<file path="src/rtl/aer_pkg.sv">
// rtl/aer_pkg.sv - shared FSM state type and AER handshake timing constants
package aer_pkg;

  typedef enum logic [1:0] {
    IDLE     = 2'd0,
    REQ_HIGH = 2'd1,
    REQ_LOW  = 2'd2
  } aer_tx_state_t;

  localparam int AER_SYNC_STAGES     = 2;
  localparam int AER_DEFAULT_TIMEOUT = 255;

  function automatic int aer_cnt_width(input int cycles);
    return (cycles < 2) ? 1 : $clog2(cycles + 1);
  endfunction

endpackage

</file>
<file path="src/rtl/sync_2ff.sv">
// rtl/sync_2ff.sv - two-flop synchronizer for a single asynchronous bit
module sync_2ff (
  input  logic CLK,
  input  logic RST_N,
  input  logic D,
  output logic Q
);

  logic meta_q, meta_d;
  logic sync_q, sync_d;

  always_comb begin
    meta_d = D;
    sync_d = meta_q;
  end

  always_ff @(posedge CLK or negedge RST_N) begin
    if (!RST_N) begin
      meta_q <= 1'b0;
      sync_q <= 1'b0;
    end else begin
      meta_q <= meta_d;
      sync_q <= sync_d;
    end
  end

  assign Q = sync_q;

endmodule

</file>
<file path="src/rtl/aer_spike_encoder.sv">
// rtl/aer_spike_encoder.sv - turns sorted pixel indices into 4-phase AER request/ack events
module aer_spike_encoder
  import aer_pkg::*;
#(
  parameter int IMAGE_SIZE      = 5,
  parameter int IMAGE_SIZE_BITS = $clog2(IMAGE_SIZE),
  parameter int AER_WIDTH       = 8,
  parameter int ADDR_BASE       = 0,
  parameter int TIMEOUT_CYCLES  = AER_DEFAULT_TIMEOUT
) (
  input  logic                       CLK,
  input  logic                       RST_N,
  input  logic [IMAGE_SIZE_BITS:0]   NEXT_INDEX,
  input  logic                       FOUND_NEXT_INDEX,
  output logic                       AERIN_CTRL_BUSY,
  output logic [AER_WIDTH-1:0]       AEROUT_ADDR,
  output logic                       AEROUT_REQ,
  input  logic                       AEROUT_ACK,
  output logic [IMAGE_SIZE_BITS:0]   EVENT_COUNT,
  input  logic                       CLEAR,
  output logic                       TIMEOUT_ERR
);

  localparam int                   IW      = IMAGE_SIZE_BITS + 1;
  localparam int                   TW      = aer_cnt_width(TIMEOUT_CYCLES);
  localparam logic [TW-1:0]        TO_LAST = TW'(TIMEOUT_CYCLES - 1);
  localparam logic [AER_WIDTH-1:0] BASE    = AER_WIDTH'(ADDR_BASE);

  aer_tx_state_t        state_q, state_d;
  logic                 req_q, req_d;
  logic                 busy_q, busy_d;
  logic [AER_WIDTH-1:0] addr_q, addr_d;
  logic [IW-1:0]        count_q, count_d;
  logic                 err_q, err_d;
  logic [TW-1:0]        to_cnt_q, to_cnt_d;

  logic ack_s;
  logic capture, ack_seen, complete, abort;

  sync_2ff u_ack_sync (
    .CLK   (CLK),
    .RST_N (RST_N),
    .D     (AEROUT_ACK),
    .Q     (ack_s)
  );

  // A stale ACK still high in IDLE blocks capture so the next REQ never overlaps it.
  assign capture  = (state_q == IDLE) && FOUND_NEXT_INDEX && !ack_s;
  assign ack_seen = (state_q == REQ_HIGH) && ack_s;
  assign complete = (state_q == REQ_LOW) && !ack_s;
  assign abort    = (state_q != IDLE) && (to_cnt_q == TO_LAST) && !ack_seen && !complete;

  always_ff @(posedge CLK or negedge RST_N) begin
    if (!RST_N) begin
      state_q <= IDLE;
    end else begin
      state_q <= state_d;
    end
  end

  always_comb begin
    state_d = state_q;
    unique case (state_q)
      IDLE:     if (capture) state_d = REQ_HIGH;
      REQ_HIGH: if (ack_seen) state_d = REQ_LOW;
                else if (abort) state_d = IDLE;
      REQ_LOW:  if (complete || abort) state_d = IDLE;
      default:  state_d = IDLE;
    endcase
  end

  always_comb begin
    req_d   = req_q;
    busy_d  = busy_q;
    addr_d  = addr_q;
    count_d = count_q;
    err_d   = err_q;
    if (capture) begin
      addr_d = BASE + AER_WIDTH'(NEXT_INDEX);
      req_d  = 1'b1;
      busy_d = 1'b1;
    end
    if (ack_seen) begin
      req_d = 1'b0;
    end
    if (complete) begin
      busy_d = 1'b0;
      if (count_q != {IW{1'b1}}) count_d = count_q + IW'(1);
    end
    if (abort) begin
      req_d  = 1'b0;
      busy_d = 1'b0;
      err_d  = 1'b1;
    end
    if (CLEAR) begin
      count_d = '0;
      err_d   = 1'b0;
    end
    // Counter restarts on every state change, so each handshake phase gets its own budget.
    to_cnt_d = ((state_d != state_q) || (state_q == IDLE)) ? '0 : to_cnt_q + TW'(1);
  end

  always_ff @(posedge CLK or negedge RST_N) begin
    if (!RST_N) begin
      req_q    <= 1'b0;
      busy_q   <= 1'b0;
      addr_q   <= '0;
      count_q  <= '0;
      err_q    <= 1'b0;
      to_cnt_q <= '0;
    end else begin
      req_q    <= req_d;
      busy_q   <= busy_d;
      addr_q   <= addr_d;
      count_q  <= count_d;
      err_q    <= err_d;
      to_cnt_q <= to_cnt_d;
    end
  end

  assign AEROUT_REQ      = req_q;
  assign AERIN_CTRL_BUSY = busy_q;
  assign AEROUT_ADDR     = addr_q;
  assign EVENT_COUNT     = count_q;
  assign TIMEOUT_ERR     = err_q;

endmodule

</file>
<file path="config.mk">
export PLATFORM = sky130hd
export DESIGN_NAME = aer_spike_encoder
export DESIGN_NICKNAME = d
export VERILOG_FILES = /design/src/rtl/aer_pkg.sv /design/src/rtl/sync_2ff.sv /design/src/rtl/aer_spike_encoder.sv
export SDC_FILE = /design/constraint.sdc
export NUM_CORES = 1
export LEC_CHECK = 0
export ABC_AREA = 1
export CORE_MARGIN = 2
export CORE_UTILIZATION = 30
export CTS_CLUSTER_DIAMETER = 100
export CTS_CLUSTER_SIZE = 20
export DETAILED_ROUTE_END_ITERATION = 8
export GPL_ROUTABILITY_DRIVEN = 0
export PLACE_DENSITY_LB_ADDON = 0.08
export SYNTH_ARGS = -nofsm -noshare
export SYNTH_HDL_FRONTEND = slang
export SYNTH_SLANG_ARGS = --single-unit
</file>
<file path="constraint.sdc">
create_clock -name CLK -period 1.5 [get_ports CLK]
set_clock_uncertainty 0.05 [all_clocks]
set_input_delay 0.225 -clock CLK [delete_from_list [all_inputs] [get_ports CLK]]
set_output_delay 0.225 -clock CLK [all_outputs]
set_load 0.01 [all_outputs]
</file>
* Yosys cells after proc, flatten, opt, wreduce, memory -nomap -nowiden
Index checks and enable logic that the tools add are counted.
** Storage, ports and cells
- Bits of input ports :: 9
- Output and inout bits :: 15
- Register bits :: 23
- Logic and storage cells :: 52
** Operators by class
- Reduce and logical (&&, ||, !) cells :: 20
- Equality and inequality tests :: 5
- $add $sub $neg :: 2
- Mux-type cells :: 16
** Operators with widths (number)
- two-way mux 4 bit :: 3
- adder 8 x 1 -> 8 bit (second input constant) :: 1
- == test 8 bit (second input constant) :: 1
- two-way mux 2 bit :: 4
- two-way mux 8 bit :: 1
- nonzero test 2 bit :: 4
- logical AND 1 bit :: 7
- two-way mux 1 bit :: 7
- one-hot mux 2 bit (3 select lines) :: 1
- nonzero test 3 bit :: 2
- adder 4 x 1 -> 4 bit (second input constant) :: 1
- != test 4 bit (second input constant) :: 1
- logical NOT 1 bit :: 3
- == test 2 x 1 -> 1 bit (second input constant) :: 1
- == test 2 bit (second input constant) :: 1
- logical NOT 2 bit :: 1
- logical OR 1 bit :: 2
- != test 2 bit :: 1
- AND reduction 2 bit :: 1

* Longest topological paths before layout
Gate-level depths: netlist (run 1).
- Depth in word-level cells :: 11
- Mapped depth :: 7
- Mapped depth without buffers :: 7

* Cells and area by module
Synthesis (run 1) repeated with hierarchy kept, for this count alone.
** Unflattened totals
- Cell total of the unflattened synthesis :: 127
- Area total of the unflattened synthesis :: 1111.1 µm²
** By module, submodules not included
- aer_spike_encoder :: sequential area each 525.5 µm², area an instance 1061.0 µm², cells an instance 125, instances 1
- sync_2ff :: sequential area each 50.0 µm², area an instance 50.0 µm², cells an instance 2, instances 1

* Worst setup path before layout (run 1)
Ideal clock, no wire load.
- Path kind :: register to register
- Start point :: reg to_cnt_q[0]
- End point :: reg to_cnt_q[5]
- Cell stages (with the launch flop) :: 8
- Data required time :: 1.329 ns
- Library setup time :: 0.121 ns
- Path slack :: 0.293 ns
- Period minus slack after synthesis :: 1.207 ns
- Buffers on the path :: 0
- Arrival time :: 1.036 ns
- Cells stage by stage :: dfrtp_1 inv_1 ha_1 nand2_1 nor2_1 nand2_1 nand2_2 nor2_1
** On the way
- Cells in the longest elaborated chain, start to end :: 10
- Elaborated cells between the ends (all ways) :: 13
- Those cells by class :: 1 x add/sub; 2 x eq/ne; 5 x mux; 5 x reduce/logical
** RTL lines
- start: declaration :: line aer_spike_encoder.sv:35 : logic [TW-1:0] to_cnt_q, to_cnt_d;
- start signal: assignment :: line aer_spike_encoder.sv:117 : to_cnt_q <= to_cnt_d;
- == test 8 bit :: line aer_spike_encoder.sv:51 : assign abort = (state_q != IDLE) && (to_cnt_q == TO_LAST) && !ack_seen && !complete;
- logical AND 1 bit (3 in series) :: line aer_spike_encoder.sv:51
- two-way mux 2 bit / logical OR 1 bit (equally long branches) :: line aer_spike_encoder.sv:66, aer_spike_encoder.sv:67
- two-way mux 2 bit (on tied branches) :: line aer_spike_encoder.sv:65, aer_spike_encoder.sv:67
- one-hot mux 2 bit (3 select lines) :: line aer_spike_encoder.sv:63 : unique case (state_q)
- != test 2 bit :: line aer_spike_encoder.sv:100 : to_cnt_d = ((state_d != state_q) || (state_q == IDLE)) ? '0 : to_cnt_q + TW'(1);
- logical OR 1 bit :: line aer_spike_encoder.sv:100
- two-way mux 8 bit * :: line aer_spike_encoder.sv:100
- via to_cnt_d[5] :: line aer_spike_encoder.sv:35
The timed path passes the listed nets; every way through them passes the cells marked *.
A chain may end at the register's enable or synchronous reset.

* Worst setup path after layout (run 1)
- Start point :: reg count_q[0], in the netlist EVENT_COUNT[0]
- End point :: out EVENT_COUNT[0]
** RTL lines
- start: declaration :: line aer_spike_encoder.sv:33 : logic [IW-1:0] count_q, count_d;
- start signal: assignment :: line aer_spike_encoder.sv:115 : count_q <= count_d;
- end: declaration :: line aer_spike_encoder.sv:19 : output logic [IMAGE_SIZE_BITS:0] EVENT_COUNT,
No word-level cell between the ends.

==> results_dict.tcl, run 1 <==
set metrics [dict create \
    async_flop_share_pct 100 \
    grt_pass1_vias 830 \
    drt_pass1_iterations 4 \
    p_total_w 0.00159 \
    period_needed_ns 1.43 \
    synth_enable_flop_cells 0 \
    drv_cap 0 \
    drive_above_1_share_pct 12.4 \
    crit_type "register to output pin" \
    yosysTopAreaCellShare_pct 51.8 \
    cp-end-kind "output pin" \
    start_util_pct 30.8 \
    seq_area_frac_synth_pct 51.8 \
    antenna_cells 0 \
    worstSetupStartpointType "register" \
    viasPerCell 4.26 \
    nFillCells 379 \
    top_level_ports 24 \
    hold_class "primary input to asynchronous set/reset pin" \
    setup_viol 0 \
    core_sq_mm 0.00361 \
    track_usage_pct 11.2 \
    critPathMaxStageDelay_ns 0.54 \
    yosysMostFrequentCell "nand2_1" \
    ys_top_cells_by_count "nand2_1, dfrtp_1, nor2_1" \
    ys.flop_type "dfrtp_1" \
    synth_area_per_cell_sq_um 8.75 \
    wl_per_cell_microns 10.2 \
    critPathRequiredTime_ns 1.22 \
    nNetsFinal 166 \
    fmax_mhz 698 \
    netlist_area_sq_mm 0.00111 \
    fin_crit_sh_pct 95.5 \
    die_y_microns 64.9 \
    status "complete, no violations" \
    drtIter0Drc 41 \
    htree_levels 1 \
    vias 857 \
    drc 0 \
    grt_antenna_before_repair 0 \
    drtAntennaViolNets 0 \
    grt_overflow 0 \
    grt_pass1_wl_microns 3670 \
    row_count 22 \
    wl_microns 2060 \
    die_x_microns 64.9 \
    timing.hold.ws_ns 0.253 \
    yosysTopAreaCell "dfrtp_1" \
    cts_buffers 3 \
    crit_buf_inv 1 \
    arrival_ns 1.16 \
    final_cells 201 \
    tritoncts "built" \
    synth_area_leaders "dfrtp_1, nand2_1, nor2_1" \
    clock_sinks 23 \
    yosysWarnings 0 \
    ys_ff_latch 23 \
    rsz0062_at_grt "false" \
    worstPathCellList "clkdlybuf4s50_1" \
    cts_root_buf "clkbuf_8" \
    ir_drop_uv 800 \
    dieArea_sq_mm 0.00421 \
    syn_inst 127 \
    insertion_delay_ns 0.26 \
    drv_slew 0 \
    areaGrowthSynthToFinish_pct 28.2 \
    place_inst 194 \
    clock_path_buffers 2 \
    utilization_pct 39.5 \
    critical_path.top_delay_family "buffers and inverters" \
    final_hold_viol_count 0 \
    cellPowerDensity_mw_per_mm2 1120 \
    crit_slowest_cell "clkdlybuf4s50_1" \
    setup_tns_ns 0 \
    port_buffers 19 \
    cp_max_fo 2 \
    hpwlAfterDp_microns 1540 \
    grt_max_degree 24 \
    p_leak_nw 0.672 \
    ys_types 22 \
    cts.clk_slew.worst_paths_ns 0.09 \
]
## registers in the layout (all words and copies together), names as in the netlist
name,flops
u_ack_sync.meta_q,1
state_q,2
AEROUT_REQ,1
u_ack_sync.Q,1
EVENT_COUNT,4
AERIN_CTRL_BUSY,1
to_cnt_q,8
AEROUT_ADDR,4
TIMEOUT_ERR,1
## where the power goes
part | switching, W | total [W] | internal, W
combinational | 0.000217 | 0.000443 | 0.000226
clock | 0.000191 | 0.000376 | 0.000185
sequential | 0.0000589 | 0.000773 | 0.000714
## cells in the final DEF, fill, tap and decap left out, types with 2 or more instances in the layout
cell type | Yosys | final
inv_1 | 10 | 10
dfrtp_1 | 23 | 22
xor2_1 | 5 | 5
clkbuf_8 | 0 | 3
nor2_1 | 16 | 16
nand3_1 | 11 | 11
nand2_1 | 37 | 37
ha_1 | 3 | 3
buf_4 | 4 | 4
nand4_1 | 3 | 3
clkdlybuf4s50_1 | 0 | 18
inv_2 | 2 | 2
conb_1 | 1 | 4
## worst register-to-register path, cell delays in order, from the launching register on
cell and delay, ns:
dfrtp_1 0.41, inv_1 0.07, ha_1 0.13, nand2_1 0.04
nor2_1 0.16, nand2_1 0.16, nand2_4 0.14, nor2_1 0.06
## metal layers
metal	vias up	GRT usage, %	share of wire [%]	wire length [microns]
li1	443	-	-	-
met1	398	13.9	48	980
met2	14	19.1	48	980
met3	2	3.13	3.6	75
met4	0	3.19	1.1	22
met5	-	0	0	0
## layout make-up
cell class	count	area, sq um	share of cell area (%)
tap	48	60.1	4.22
timing repair buffer	23	219	15.4
clock inverter	1	5.00	0.351
multi-input combinational	91	477	33.5
inverter	12	45.0	3.16
sequential	23	577	40.5
clock buffer	3	41.3	2.90
## metrics by stage
step / setup WS, ns / area (sq um)
3_5_place_dp: 0.113 / 1350
2_1_floorplan: 0.293 / 1120
3_3_place_gp: 0.113 / 1350
4_1_cts: 0.0549 / 1420
6_report: 0.0671 / 1420
5_1_grt: 0.0243 / 1420
## kinds of logic (layout without fill, tap and decap cells)
| group | after synthesis | in the layout | synth area share, % |
|---|---|---|---|
| and+or+nand+nor | 73 | 73 | 30.1 |
| AOI/OAI and AO/OA | 5 | 5 | 2.93 |
| buffers and inverters | 16 | 39 | 6.76 |
| DFF | 23 | 23 | 51.8 |
| xor gates and xnor gates | 6 | 6 | 4.73 |
| adders and majority gates | 3 | 3 | 3.38 |
| other | 1 | 4 | 0.338 |
## repair_timing
item                                    4_1_cts  5_1_grt
buffers inserted                              3        0
endpoints found under the setup margin        4        1
gates resized for setup                       2        1
hold buffers                                  0        0
## final timing paths
| path | slack (ns) | from | end | cells past startpoint |
|---|---|---|---|---|
| max | 0.07 | EVENT_COUNT[0] | EVENT_COUNT[0] | 1 |
| min reg2reg | 0.31 | u_ack_sync.meta_q | u_ack_sync.Q | 0 |
| max reg2reg | 0.17 | to_cnt_q[0] | to_cnt_q[6] | 7 |
| min | 0.25 | RST_N | to_cnt_q[4] | 2 |
| max in group asynchronous | 0.89 | RST_N | EVENT_COUNT[2] | 2 |
| min in group CLK | 0.31 | u_ack_sync.meta_q | u_ack_sync.Q | 0 |
Note: power is estimated with default switching activity, not from simulation.
==> inputs of run 2 (changes only) <==
CAP_MARGIN = 0   (was not set)
==> results of run 2 <==
Same layout as run 1: the final DEF is identical, and so are final timing and power.
==> inputs of run 3 (changes only) <==
CAP_MARGIN = not set   (was 0)
==> results of run 3 <==
Same layout as run 1: the final DEF is identical, and so are final timing and power.
